--- config.mk ---
export PLATFORM = sky130hd
export DESIGN_NAME = cb_zigzag_serializer
export DESIGN_NICKNAME = d
export VERILOG_FILES = /design/src/rtl/cb_jpeg_pkg.sv /design/src/rtl/cb_zz_bank.sv /design/src/rtl/cb_zigzag_serializer.sv
export SDC_FILE = /design/constraint.sdc
export NUM_CORES = 2
export LEC_CHECK = 0
export ABC_CLOCK_PERIOD_IN_PS = 9700
export BUFFER_PORTS_ARGS = -buffer_cell sky130_fd_sc_hd__buf_4
export CAP_MARGIN = 20
export CORE_AREA = 2 2 287 289
export CTS_CLUSTER_SIZE = 12
export DETAILED_ROUTE_END_ITERATION = 7
export DIE_AREA = 0 0 289 291
export PLACE_DENSITY_LB_ADDON = 0.12
export SETUP_SLACK_MARGIN = 0.4
export SLEW_MARGIN = 0
export SYNTH_ARGS = -nofsm -noshare
export SYNTH_HDL_FRONTEND = slang
export SYNTH_SLANG_ARGS = --single-unit
--- constraint.sdc ---
create_clock -name clk -period 9.7 [get_ports clk]
set_input_delay 0 -clock clk [delete_from_list [all_inputs] [get_ports clk]]
set_output_delay 0 -clock clk [all_outputs]
set_load 0.01 [all_outputs]
--- src/rtl/cb_jpeg_pkg.sv ---
// Shared definitions for the Cb JPEG path: coefficient geometry, the
// zigzag-to-raster lookup table and the serializer FSM state type.
package cb_jpeg_pkg;

    localparam int COEF_W   = 11;
    localparam int BLK_SIZE = 64;
    localparam int IDX_W    = 6;

    typedef logic signed [COEF_W-1:0] coef_t;

    typedef enum logic [0:0] {
        ST_IDLE   = 1'b0,
        ST_STREAM = 1'b1
    } zz_state_e;

    // Entry k is the raster position (r*8+c) of zigzag position k.
    localparam logic [IDX_W-1:0] ZZ_TABLE [0:BLK_SIZE-1] = '{
        6'd0,  6'd1,  6'd8,  6'd16, 6'd9,  6'd2,  6'd3,  6'd10,
        6'd17, 6'd24, 6'd32, 6'd25, 6'd18, 6'd11, 6'd4,  6'd5,
        6'd12, 6'd19, 6'd26, 6'd33, 6'd40, 6'd48, 6'd41, 6'd34,
        6'd27, 6'd20, 6'd13, 6'd6,  6'd7,  6'd14, 6'd21, 6'd28,
        6'd35, 6'd42, 6'd49, 6'd56, 6'd57, 6'd50, 6'd43, 6'd36,
        6'd29, 6'd22, 6'd15, 6'd23, 6'd30, 6'd37, 6'd44, 6'd51,
        6'd58, 6'd59, 6'd52, 6'd45, 6'd38, 6'd31, 6'd39, 6'd46,
        6'd53, 6'd60, 6'd61, 6'd54, 6'd47, 6'd55, 6'd62, 6'd63
    };

    function automatic logic [IDX_W-1:0] zz_to_raster(input logic [IDX_W-1:0] pos);
        return ZZ_TABLE[pos];
    endfunction

endpackage

--- src/rtl/cb_zz_bank.sv ---
// One 64 x 11-bit coefficient bank: whole-block parallel write, single
// coefficient read addressed by raster position.
module cb_zz_bank
    import cb_jpeg_pkg::*;
(
    input  logic                       clk,
    input  logic                       rst_n,
    input  logic                       we,
    input  logic [BLK_SIZE*COEF_W-1:0] wdata,
    input  logic [IDX_W-1:0]           raddr,
    output logic [COEF_W-1:0]          rdata
);

    logic [BLK_SIZE*COEF_W-1:0] mem_r;
    logic [9:0]                 base_s;

    // Store all 64 coefficients of a block in a single cycle.
    always_ff @(posedge clk or negedge rst_n) begin
        if (!rst_n) begin
            mem_r <= {(BLK_SIZE*COEF_W){1'b0}};
        end else if (we) begin
            mem_r <= wdata;
        end
    end

    assign base_s = 10'(raddr) * 10'd11;
    assign rdata  = mem_r[base_s +: COEF_W];

endmodule

--- src/rtl/cb_zigzag_serializer.sv ---
// Cb zigzag serializer: captures a full 8x8 block of DCT coefficients and
// streams it out one coefficient per beat in JPEG zigzag order with
// valid/ready handshaking. Define CB_ZZ_DOUBLE_BUF_EN for two ping-pong
// banks; otherwise a single bank is used.
module cb_zigzag_serializer
    import cb_jpeg_pkg::*;
(
    input  logic                       clk,
    input  logic                       rst_n,
    input  logic                       coef_valid,
    input  logic [BLK_SIZE*COEF_W-1:0] coef_in,
    output logic                       coef_ready,
    output logic                       out_valid,
    input  logic                       out_ready,
    output logic [COEF_W-1:0]          out_data,
    output logic [IDX_W-1:0]           out_index,
    output logic                       out_last,
    output logic                       overflow
);

`ifdef CB_ZZ_DOUBLE_BUF_EN
    localparam int   NUM_BANKS = 2;
    localparam logic PTR_STEP  = 1'b1;
`else
    localparam int   NUM_BANKS = 1;
    localparam logic PTR_STEP  = 1'b0;
`endif

    zz_state_e        state_r, state_nxt_s;
    logic [IDX_W-1:0] idx_r, idx_nxt_s;
    logic [1:0]       full_r, full_nxt_s;
    logic             rd_sel_r, rd_nxt_s;
    logic             wr_sel_r, wr_nxt_s;
    logic             out_valid_r, out_last_r, out_last_nxt_s;
    logic             overflow_r, overflow_nxt_s;
    logic             beat_s, last_beat_s, ready_s, capture_s, drop_s;
    logic [IDX_W-1:0] raster_s;
    logic [COEF_W-1:0] bank_data_s [2];
    coef_t            sel_data_s;

    assign raster_s = zz_to_raster(idx_r);

    for (genvar b = 0; b < 2; b++) begin : g_bank
        if (b < NUM_BANKS) begin : g_inst
            cb_zz_bank u_bank (
                .clk   (clk),
                .rst_n (rst_n),
                .we    (capture_s && (int'(wr_sel_r) == b)),
                .wdata (coef_in),
                .raddr (raster_s),
                .rdata (bank_data_s[b])
            );
        end else begin : g_none
            assign bank_data_s[b] = {COEF_W{1'b0}};
        end
    end

    // Handshake decode; a bank frees up in the same cycle its final beat leaves.
    always_comb begin
        beat_s      = out_valid_r & out_ready;
        last_beat_s = beat_s & (idx_r == 6'd63);
        ready_s     = ~full_r[wr_sel_r] | (last_beat_s & (rd_sel_r == wr_sel_r));
        capture_s   = coef_valid & ready_s;
        drop_s      = coef_valid & ~ready_s;
    end

    // Next-state logic: bank occupancy, ping-pong pointers, read FSM and index.
    always_comb begin
        full_nxt_s     = full_r;
        rd_nxt_s       = rd_sel_r;
        wr_nxt_s       = wr_sel_r;
        state_nxt_s    = state_r;
        idx_nxt_s      = idx_r;
        if (last_beat_s) begin
            full_nxt_s[rd_sel_r] = 1'b0;
            rd_nxt_s             = rd_sel_r ^ PTR_STEP;
        end else begin
            rd_nxt_s             = rd_sel_r;
        end
        if (capture_s) begin
            full_nxt_s[wr_sel_r] = 1'b1;
            wr_nxt_s             = wr_sel_r ^ PTR_STEP;
        end else begin
            wr_nxt_s             = wr_sel_r;
        end
        case (state_r)
            ST_IDLE: begin
                idx_nxt_s = 6'd0;
                if (capture_s) begin
                    state_nxt_s = ST_STREAM;
                end else begin
                    state_nxt_s = ST_IDLE;
                end
            end
            ST_STREAM: begin
                if (last_beat_s) begin
                    idx_nxt_s = 6'd0;
                    if (full_nxt_s[rd_nxt_s]) begin
                        state_nxt_s = ST_STREAM;
                    end else begin
                        state_nxt_s = ST_IDLE;
                    end
                end else if (beat_s) begin
                    idx_nxt_s   = idx_r + 6'd1;
                    state_nxt_s = ST_STREAM;
                end else begin
                    idx_nxt_s   = idx_r;
                    state_nxt_s = ST_STREAM;
                end
            end
            default: begin
                idx_nxt_s   = 6'd0;
                state_nxt_s = ST_IDLE;
            end
        endcase
        out_last_nxt_s = (state_nxt_s == ST_STREAM) && (idx_nxt_s == 6'd63);
        overflow_nxt_s = overflow_r | drop_s;
    end

    // State and output registers.
    always_ff @(posedge clk or negedge rst_n) begin
        if (!rst_n) begin
            state_r     <= ST_IDLE;
            idx_r       <= 6'd0;
            full_r      <= 2'b00;
            rd_sel_r    <= 1'b0;
            wr_sel_r    <= 1'b0;
            out_valid_r <= 1'b0;
            out_last_r  <= 1'b0;
            overflow_r  <= 1'b0;
        end else begin
            state_r     <= state_nxt_s;
            idx_r       <= idx_nxt_s;
            full_r      <= full_nxt_s;
            rd_sel_r    <= rd_nxt_s;
            wr_sel_r    <= wr_nxt_s;
            out_valid_r <= (state_nxt_s == ST_STREAM);
            out_last_r  <= out_last_nxt_s;
            overflow_r  <= overflow_nxt_s;
        end
    end

    // Zigzag read mux; output data is held at zero whenever nothing is streaming.
    always_comb begin
        if (out_valid_r) begin
            if (rd_sel_r) begin
                sel_data_s = coef_t'(bank_data_s[1]);
            end else begin
                sel_data_s = coef_t'(bank_data_s[0]);
            end
        end else begin
            sel_data_s = coef_t'(11'd0);
        end
    end

    assign coef_ready = ready_s;
    assign out_valid  = out_valid_r;
    assign out_data   = sel_data_s;
    assign out_index  = idx_r;
    assign out_last   = out_last_r;
    assign overflow   = overflow_r;

endmodule

==> out/results.tsv <==
stage	metric	value	unit
setup_path	end_kind	primary output	
clock_tree	clock_sinks	714	
detailed_routing	drc	0	
setup_path	worstPathArrival	6.95	ns
layout	num-fill-cells	6417	
worst_hold_path	hold_class	input pin to asynchronous set/reset pin	
logic_synthesis	netlist_instances	2414	
timing	max_freq	144	MHz
layout	nets	4490	
detailed_routing	dr_wl_met2	64100	um
die	ioPinCount	729	
timing	min_period	6.95	ns
logic_synthesis	syn_nets	3137	
die	dieArea	84100	sq um
detailed_routing	wl_met1	47300	um
logic_synthesis	syn_area_per_cell	13.8	sq um
clock_tree	cts-root-buf	clkbuf_16	
global_route	grt_pass1_vias	28805	
timing	setup_viol	0	
detailed_routing	totalWireLength	124000	um
timing	post-route-period-util	0.716	
power	ir_worst_vdd	0.000165	V
clock_tree	clock_latency	0.64	ns
timing	clock_skew	0.0138	ns
timing	finalHoldViolCount	0	
outcome	status	completed	
detailed_routing	wl_met3	7060	um
die	rows	105	
timing	setup_tns	0	ns
timing	hold_slack	0.00365	ns
layout	drive_above_1_share	0.438	
timing	slew_viol_final	0	
timing	setup_slack	2.75	ns
detailed_routing	route.vias.total	26350	
power	p_per_area	189	nW/um^2
die	dieWidth	289	um
timing	rsz0062_at_grt	false	
power	power_leakage	0.0222	uW
place	hpwl	88100	um
logic_synthesis	synth_cell_types	64	
logic_synthesis	ys_ff_latch	714	
place	post-place-ws	2.96	ns
die	coreArea	81200	sq um
die	die_h	291	um
detailed_routing	detail_route.first_pass.iterations	5	
place	gp_congestion	0.932	
logic_synthesis	synth_flop_cell	dfrtp_1	
logic_synthesis	synthArstFlopShare	1.00	
layout	mostFrequentLayoutCell	buf_4	
layout	layout_common_cells	buf_4 (740), mux2_2 (715), dfrtp_1 (714)	
global_route	grt_max_degree	209	
timing	max_slew.worst_pin.slew	1.35	ns
logic_synthesis	yosys_warnings	0	
clock_tree	cts_buffer_depth	3	
detailed_routing	vias_per_cell	5.34	
clock_tree	cts_buffers	81	
detailed_routing	dr.first_iter.drc_count	1634	
global_route	grtUsageTotal	0.293	
global_route	antenna_found_initial	46	
clock_tree	h-tree-depth	3	
clock_tree	cts_tree	done	
detailed_routing	wl_per_cell	25.2	um
place	io_buffers	728	
clock_tree	clkTransAtPathRegs	0.06	ns
setup_path	cp_max_fo	54	
setup_path	crit_required	9.70	ns
timing	relSlewSlack	0.0972	
global_route	grt_overflow_total	0	
logic_synthesis	synth.cell_area	33200	sq um
detailed_routing	drtAntennaViolNets	0	
logic_synthesis	yosysSeqAreaShare	0.538	
detailed_routing	highest_layer	met5	
job	maxCapViolCount	0	
logic_synthesis	synth_edf_count	0	
layout	area_delta_synth_final	48.2	%
die	initial_utilization	0.409	
setup_path	startpoint_type	flip-flop	
setup_path	crit_type	flip-flop to primary output	
global_route	grt_pass1_wl	183000	um
[state kept, by name, indices dropped and copies added (netlist names)]
register,cells
out_valid,1
out_index,6
overflow,1
g_bank.g_inst.u_bank.mem_r,704
out_last,1
full_r,1
[routing by layer]
metal / track usage / vias up
met4: 0.125 / 20
met5: 0 / -
li1: - / 11758
met3: 0.0607 / 267
met1: 0.347 / 13429
met2: 0.514 / 876
[path summary, 6_finish.rpt]
path                                                                       end                   start  slack [ns]  cells after the start
worst min-delay path            g_bank[0].g_inst.u_bank.mem_r[556]$_DFFE_PN0P_                   rst_n       0.004                      2
worst max register to register  g_bank[0].g_inst.u_bank.mem_r[480]$_DFFE_PN0P_  out_index[3]$_DFF_PN0_        5.04                      8
max in group asynchronous       g_bank[0].g_inst.u_bank.mem_r[483]$_DFFE_PN0P_                   rst_n        7.15                      4
min in group clk                g_bank[0].g_inst.u_bank.mem_r[135]$_DFFE_PN0P_            coef_in[135]        0.14                      3
worst max-delay path                                               out_data[8]  out_index[0]$_DFF_PN0_        2.75                     13
worst min register to register                              overflow$_DFF_PN0_      overflow$_DFF_PN0_        0.50                      1
[layout make-up]
class                           count  area (sq um)  area share
Antenna cell                       39          97.6     0.00198
Clock buffer                      124          2430      0.0494
Clock inverter                     19           193     0.00391
Inverter                           12          45.0    0.000914
Multi-Input combinational cell   1500         14500       0.293
Sequential cell                   714         17900       0.363
Tap cell                         1070          1340      0.0272
Timing Repair Buffer             1458         12800       0.260
[timing repair]
action / in CTS / in global routing
endpoints found under the hold margin: 823 / 0
hold buffers: 707 / 0
resized for setup: 0 / 0
buffers inserted: 0 / 0
setup endpoints to repair: 0 / 0
[where the power goes]
part | internal (uW) | switching (uW)
clock network | 1780 | 1260
logic | 1270 | 1440
registers | 3330 | 220
[cells by family after synthesis]
family | after synthesis | share of synthesized area
fa+ha+maj | 15 | 0.00565
mux | 865 | 0.313
simple gates | 328 | 0.0463
buf+inv | 200 | 0.0290
compound gates | 286 | 0.0672
flops | 714 | 0.538
xor+xnor | 6 | 0.00158
[through the flow]
| step | instance area (sq um) | power, uW | utilization | std cells |
|---|---|---|---|---|
| finish | 49300 | 9290 | 0.607 | 4936 |
| global route | 49200 | 9680 | 0.607 | 4928 |
| CTS | 49200 | 9350 | 0.605 | 4896 |
| detailed placement | 39500 | 6040 | 0.486 | 4046 |
| global placement | 39400 | 6010 | 0.486 | 4045 |
| floorplan | 33200 | 5010 | - | 2414 |
[worst max-delay path: stages (launching register included)]
cell	delay, ns
dfrtp_1	0.74
inv_1	0.36
ha_1	0.50
nor2_1	0.16
a2111oi_2	0.08
a211oi_4	0.61
and2_4	0.69
buf_4	0.66
nand3_2	0.86
o221a_1	0.59
o211ai_1	0.10
nand4_1	0.31
a22o_1	0.43
buf_4	0.19
[Yosys cell counts, drive strengths merged (2+ instances only)]
cell type,count,area [sq um]
o31ai,11,82.6
inv,11,41.3
o2111ai,35,324
dfrtp,714,17900
a21oi,16,80.1
a31oi,15,93.8
o221a,10,113
a221oi,11,96.3
o21ai,28,140
or3,2,12.5
nand2,113,443
xnor2,6,52.6
a21boi,24,180
mux4,67,1510
nand3,108,541
nor2,34,128
mux2i,82,821
o32ai,3,26.3
a211oi,35,275
a31o,2,17.5
ha,15,188
mux2,716,8060
o22ai,22,138
a211o,10,87.6
and2,5,31.3
or2,2,12.5
nor2b,4,25.0
nand4,15,93.8
clkbuf,117,439
a32oi,2,17.5
nand2b,5,31.3
buf,71,479
a22o,11,96.3
o211ai,21,158
a2bb2oi,12,105
o2111a,10,113
nor3,35,175
a2111oi,2,30.0
No activity file was read; power rests on OpenSTA's default activity.
